**src/rtl/dct_mac_sequencer_if.sv**
```systemverilog
// Handshake bundle between the DCT MAC sequencer and its macu/zigzag peers.
// master = sequencer side, slave = environment side.
interface dct_mac_sequencer_if #(
  parameter int IDX_W = 3
);
  logic             start;
  logic             busy;
  logic [IDX_W-1:0] tap_idx;
  logic             mac_ena;
  logic             mac_clr;
  logic             acc_valid;
  logic             acc_ready;

  modport master (
    input  start,
    input  acc_ready,
    output busy,
    output tap_idx,
    output mac_ena,
    output mac_clr,
    output acc_valid
  );

  modport slave (
    output start,
    output acc_ready,
    input  busy,
    input  tap_idx,
    input  mac_ena,
    input  mac_clr,
    input  acc_valid
  );
endinterface

```
**src/rtl/dct_mac_sequencer.sv**
```systemverilog
// Sequences TAPS multiply-accumulate taps through one shared macu,
// waits out the multiplier pipeline, then hands the result downstream.
module dct_mac_sequencer #(
  parameter int TAPS     = 8,
  parameter int MULT_LAT = 2,
  parameter int IDX_W    = 3
) (
  input  logic                clk,
  input  logic                rst,
  input  logic                ena,
  dct_mac_sequencer_if.master bus
);

  localparam int CNT_W = (MULT_LAT > 1) ? $clog2(MULT_LAT) : 1;

  localparam logic [IDX_W-1:0] TAP_LAST =
    IDX_W'(TAPS - 1);
  localparam logic [CNT_W-1:0] CNT_LAST =
    CNT_W'((MULT_LAT > 0) ? (MULT_LAT - 1) : 0);

  typedef enum logic [1:0] {
    IDLE,
    ISSUE,
    DRAIN,
    HOLD
  } state_e;

  state_e           state_q, state_d;
  logic [IDX_W-1:0] tap_q, tap_d;
  logic [CNT_W-1:0] cnt_q, cnt_d;
  logic             busy_q, busy_d;
  logic             issue_q, issue_d;
  logic             clr_q, clr_d;
  logic             valid_q, valid_d;

  // Next state: every transition is qualified by the global enable.
  always_comb begin
    state_d = state_q;
    tap_d   = tap_q;
    cnt_d   = cnt_q;
    valid_d = valid_q;
    if (ena) begin
      unique case (state_q)
        IDLE: begin
          if (bus.start) begin
            state_d = ISSUE;
            tap_d   = '0;
          end
        end
        ISSUE: begin
          if (tap_q == TAP_LAST) begin
            tap_d = '0;
            if (MULT_LAT == 0) begin
              state_d = HOLD;
              valid_d = 1'b1;
            end else begin
              state_d = DRAIN;
            end
          end else begin
            tap_d = tap_q + IDX_W'(1);
          end
        end
        DRAIN: begin
          if (cnt_q == CNT_LAST) begin
            cnt_d   = '0;
            state_d = HOLD;
            valid_d = 1'b1;
          end else begin
            cnt_d = cnt_q + CNT_W'(1);
          end
        end
        HOLD: begin
          if (bus.acc_ready) begin
            valid_d = 1'b0;
            if (bus.start) begin
              state_d = ISSUE;
              tap_d   = '0;
            end else begin
              state_d = IDLE;
            end
          end
        end
        default: state_d = IDLE;
      endcase
    end
    busy_d  = (state_d != IDLE);
    issue_d = (state_d == ISSUE);
    clr_d   = issue_d && (tap_d == '0);
  end

  // State and registered outputs.
  always_ff @(posedge clk or posedge rst) begin
    if (rst) begin
      state_q <= IDLE;
      tap_q   <= '0;
      cnt_q   <= '0;
      busy_q  <= 1'b0;
      issue_q <= 1'b0;
      clr_q   <= 1'b0;
      valid_q <= 1'b0;
    end else begin
      state_q <= state_d;
      tap_q   <= tap_d;
      cnt_q   <= cnt_d;
      busy_q  <= busy_d;
      issue_q <= issue_d;
      clr_q   <= clr_d;
      valid_q <= valid_d;
    end
  end

  // A tap only counts in a cycle where the whole pipeline is enabled,
  // so the issue strobes are masked by ena; a stalled tap is re-presented.
  assign bus.mac_ena   = issue_q & ena;
  assign bus.mac_clr   = clr_q & ena;
  assign bus.busy      = busy_q;
  assign bus.tap_idx   = tap_q;
  assign bus.acc_valid = valid_q;

endmodule
```
**src/flat_wrapper.sv**
```systemverilog
// flat-port wrapper written by rule: the top's interface ports become plain ports
module dct_mac_sequencer_flat 
#(
  parameter int TAPS     = 8,
  parameter int MULT_LAT = 2,
  parameter int IDX_W    = 3
)
  (clk, rst, ena, bus_start, bus_acc_ready, bus_busy, bus_tap_idx, bus_mac_ena, bus_mac_clr, bus_acc_valid);
  dct_mac_sequencer_if #(.IDX_W(IDX_W)) bus_i ();
  input  logic clk;
  input  logic rst;
  input  logic ena;
  input wire logic [$bits(bus_i.start)-1:0] bus_start;
  input wire logic [$bits(bus_i.acc_ready)-1:0] bus_acc_ready;
  output wire logic [$bits(bus_i.busy)-1:0] bus_busy;
  output wire logic [$bits(bus_i.tap_idx)-1:0] bus_tap_idx;
  output wire logic [$bits(bus_i.mac_ena)-1:0] bus_mac_ena;
  output wire logic [$bits(bus_i.mac_clr)-1:0] bus_mac_clr;
  output wire logic [$bits(bus_i.acc_valid)-1:0] bus_acc_valid;
  assign bus_i.start = bus_start;
  assign bus_i.acc_ready = bus_acc_ready;
  assign bus_busy = bus_i.busy;
  assign bus_tap_idx = bus_i.tap_idx;
  assign bus_mac_ena = bus_i.mac_ena;
  assign bus_mac_clr = bus_i.mac_clr;
  assign bus_acc_valid = bus_i.acc_valid;
  dct_mac_sequencer #(.TAPS(TAPS), .MULT_LAT(MULT_LAT), .IDX_W(IDX_W)) u_core (.clk(clk), .rst(rst), .ena(ena), .bus(bus_i));
endmodule
```
**config.mk**
```make
export PLATFORM = sky130hd
export DESIGN_NAME = dct_mac_sequencer_flat
export DESIGN_NICKNAME = d
export VERILOG_FILES = /design/src/rtl/dct_mac_sequencer_if.sv /design/src/rtl/dct_mac_sequencer.sv /design/src/flat_wrapper.sv
export SDC_FILE = /design/constraint.sdc
export NUM_CORES = 1
export LEC_CHECK = 0
export ABC_AREA = 1
export CAP_MARGIN = 20
export CORE_AREA = 4 4 41 43
export DETAILED_ROUTE_END_ITERATION = 10
export DIE_AREA = 0 0 45 47
export PLACE_DENSITY = 0.74
export SLEW_MARGIN = 10
export SYNTH_ARGS = -nofsm -noshare
export SYNTH_HDL_FRONTEND = slang
export SYNTH_SLANG_ARGS = --single-unit
```
**constraint.sdc**
```tcl
create_clock -name clk -period 2.8 [get_ports clk]
set_input_delay 0.56 -clock clk [delete_from_list [all_inputs] [get_ports clk]]
set_output_delay 0.56 -clock clk [all_outputs]
set_load 0.01 [all_outputs]
```
==> impl_metrics.env <==
export IMPL_outcome="complete, no violations"
export IMPL_cp_data_arrival_time_ns=1.86
export IMPL_hold_viol=0
export IMPL_post_cts_setup_buffer_count=0
export IMPL_drive_gt1_share_pct=14.3
export IMPL_cts_path_max_buffers=2
export IMPL_drv_cap=0
export IMPL_die_h_um=47
export IMPL_std_cell_rows=13
export IMPL_grt_pass1_wl_um=1960
export IMPL_critPathKind="in2out"
export IMPL_synth_largest_area_cell="dfrtp_1"
export IMPL_comb_power_share_pct=47.1
export IMPL_dieArea_sq_um=2120
export IMPL_wl_per_cell_um=10.2
export IMPL_vias=462
export IMPL_ctsHtreeMaxLevel=1
export IMPL_switchingPower_uw=295
export IMPL_pin_count=12
export IMPL_cellInternalPower_uw=449
export IMPL_synth_top_cell_area_share_pct=46.2
export IMPL_ys_ff_latch=10
export IMPL_clkSinkCount=10
export IMPL_maxSlewViolCount=0
export IMPL_syn_nets=77
export IMPL_hold_ws_ns=0.490
export IMPL_diodes=0
export IMPL_critPathMaxFanout=8
export IMPL_worstMarginPinSlew_ns=0.363
export IMPL_cpPeakStageDelay_ns=0.62
export IMPL_cp_top_family="buffers and inverters"
export IMPL_hold_class="reg2reg"
export IMPL_cp_start_kind="input pin"
export IMPL_ant_nets=0
export IMPL_p_per_area_nw_per_um2=1060
export IMPL_numCtsBuffers=3
export IMPL_slowest_stage="clkdlybuf4s50_1"
export IMPL_critical_path_buf_inv_count=3
export IMPL_fmax_ghz=0.413
export IMPL_drt_total_wl_um=1010
export IMPL_grt_pass1_vias=463
export IMPL_final_setup_tns_ns=0
export IMPL_setup_violations=0
export IMPL_crit_chain="clkdlybuf4s50_1 -> nand2_1 -> inv_1 -> clkdlybuf4s50_1"
export IMPL_cts_repair_resized=0
export IMPL_yosysUniqueCellTypes=16
export IMPL_required_ns=2.24
export IMPL_ir_drop_v=0.000503
export IMPL_drc_errors=0
export IMPL_syn_inst=70
export IMPL_overflow=0
export IMPL_grt_max_degree=11
export IMPL_syn_area_sq_um=542
export IMPL_root_buffer="clkbuf_4"
export IMPL_path_clk_slew_ns=0.07
export IMPL_dp_hpwl_um=818
export IMPL_fin_crit_sh_pct=86.4
export IMPL_min_period_ns=2.42
export IMPL_critPathCaptureType="primary output"
export IMPL_hold_buffers=0
export IMPL_dr_pass1_iters=4
export IMPL_drtIter0Drc=6
export IMPL_area_delta_synth_final_pct=29.1
export IMPL_core_region_area_sq_um=1300
export IMPL_seqPwrFrac_pct=35.6
export IMPL_via_per_inst=4.67
export IMPL_final_cell_mix="inv_1, nand2_1, clkdlybuf4s50_1"
export IMPL_pwr_share_clk_pct=17.3
export IMPL_antenna_found_initial=0
export IMPL_clk_latency_ns=0.26
export IMPL_track_usage_pct=12.9
export IMPL_relSlewSlack_pct=75.7
export IMPL_synthTopCellsByArea="dfrtp_1, inv_1, nand2_1, nand3_1, ha_1"
export IMPL_initial_core_util_pct=41.6
export IMPL_fillers=139
export IMPL_cts_tree="yes"
export IMPL_nets=92
export IMPL_place_congestion=0.677
export IMPL_path_common_cell="clkdlybuf4s50_1"
export IMPL_port_buffers=11
export IMPL_ys_warn_count=0
export IMPL_avgSynthCellArea_sq_um=7.74
export IMPL_rsz0062_at_grt="no"
export IMPL_swShare_pct=39.6
export IMPL_synth_seq_area_share_pct=46.2
export IMPL_power_leakage_uw=0.000375
export IMPL_skew_ns=0.00400
export IMPL_mostFrequentLayoutCell="inv_1"
export IMPL_die_x_um=45
flip-flops by register name, summed over array words and instances (netlist names):
register	count
u_core.bus.tap_idx	3
u_core.state_q	2
u_core.bus.acc_valid	1
u_core.bus.busy	1
u_core.clr_q	1
u_core.cnt_q	1
u_core.issue_q	1
Yosys cell counts (all sizes together):
cell type  number
o21ai           4
dfrtp          10
inv            19
buf             1
nor2            5
a21oi           4
ha              2
nand4           1
xor2            1
nand3           7
nand2          16
cells by family (layout without fill, tap and decap cells):
group / Yosys count / in the layout / share of synthesized area (%)
DFF: 10 / 10 / 46.2
xor gates and xnor gates: 1 / 1 / 1.62
buffers and inverters: 20 / 34 / 14.6
adders and majority gates: 2 / 2 / 4.62
AOI/OAI and AO/OA: 8 / 8 / 9.47
and+or+nand+nor: 29 / 29 / 23.6
final cells by class:
type / instances / area [sq um] / area share, %
Clock buffer: 4 / 36.3 / 5.19
Inverter: 19 / 71.3 / 10.2
Multi-Input combinational cell: 40 / 213 / 30.4
Sequential cell: 10 / 250 / 35.8
Tap cell: 15 / 18.8 / 2.68
Timing Repair Buffer: 11 / 110 / 15.7
tightest hold or removal path: cells and delay by family (launching register included):
family	cells	cell delay, ns
DFF	1	0.35
AOI/OAI and AO/OA	1	0.06
and+or+nand+nor	1	0.05
power by group through the flow:
stage               sequential [uW]  combinational (uW)  clock, uW
global route                    279                 411        142
detailed placement              268                 355          0
CTS                             265                 357        131
finish                          265                 350        129
global placement                266                 344          0
floorplan                       274                 214          0
path summary, 6_finish.rpt:
check	cells after the start	to	from	slack [ns]
max in group asynchronous	2	u_core.clr_q	rst	1.98
worst max register to register	8	u_core.clr_q	u_core.bus.tap_idx[0]	1.41
worst min register to register	2	u_core.bus.acc_valid	u_core.bus.acc_valid	0.49
min in group asynchronous	2	u_core.bus.acc_valid	rst	0.56
worst min-delay path	2	u_core.bus.acc_valid	u_core.bus.acc_valid	0.49
worst max-delay path	4	bus_mac_clr	ena	0.38
metal layers:
| metal | wire [um] | vias to the layer above | GRT usage [%] |
|---|---|---|---|
| met4 | 15 | 0 | 7.02 |
| met3 | 69 | 2 | 3.83 |
| li1 | - | 240 | - |
| met5 | 0 | - | 0 |
| met2 | 482 | 11 | 20.1 |
| met1 | 439 | 209 | 16.2 |
per-stage QoR:
stage	util (%)	instance area, sq um	cells	power (uW)	setup slack, ns
detailed placement	51.0	663	95	623	0.374
floorplan	-	542	70	488	1.44
global route	53.8	699	99	832	0.301
global placement	51.0	663	95	610	0.407
finish	53.8	699	99	744	0.380
CTS	53.8	699	99	752	0.366
Power figures use the tool's default switching activity.
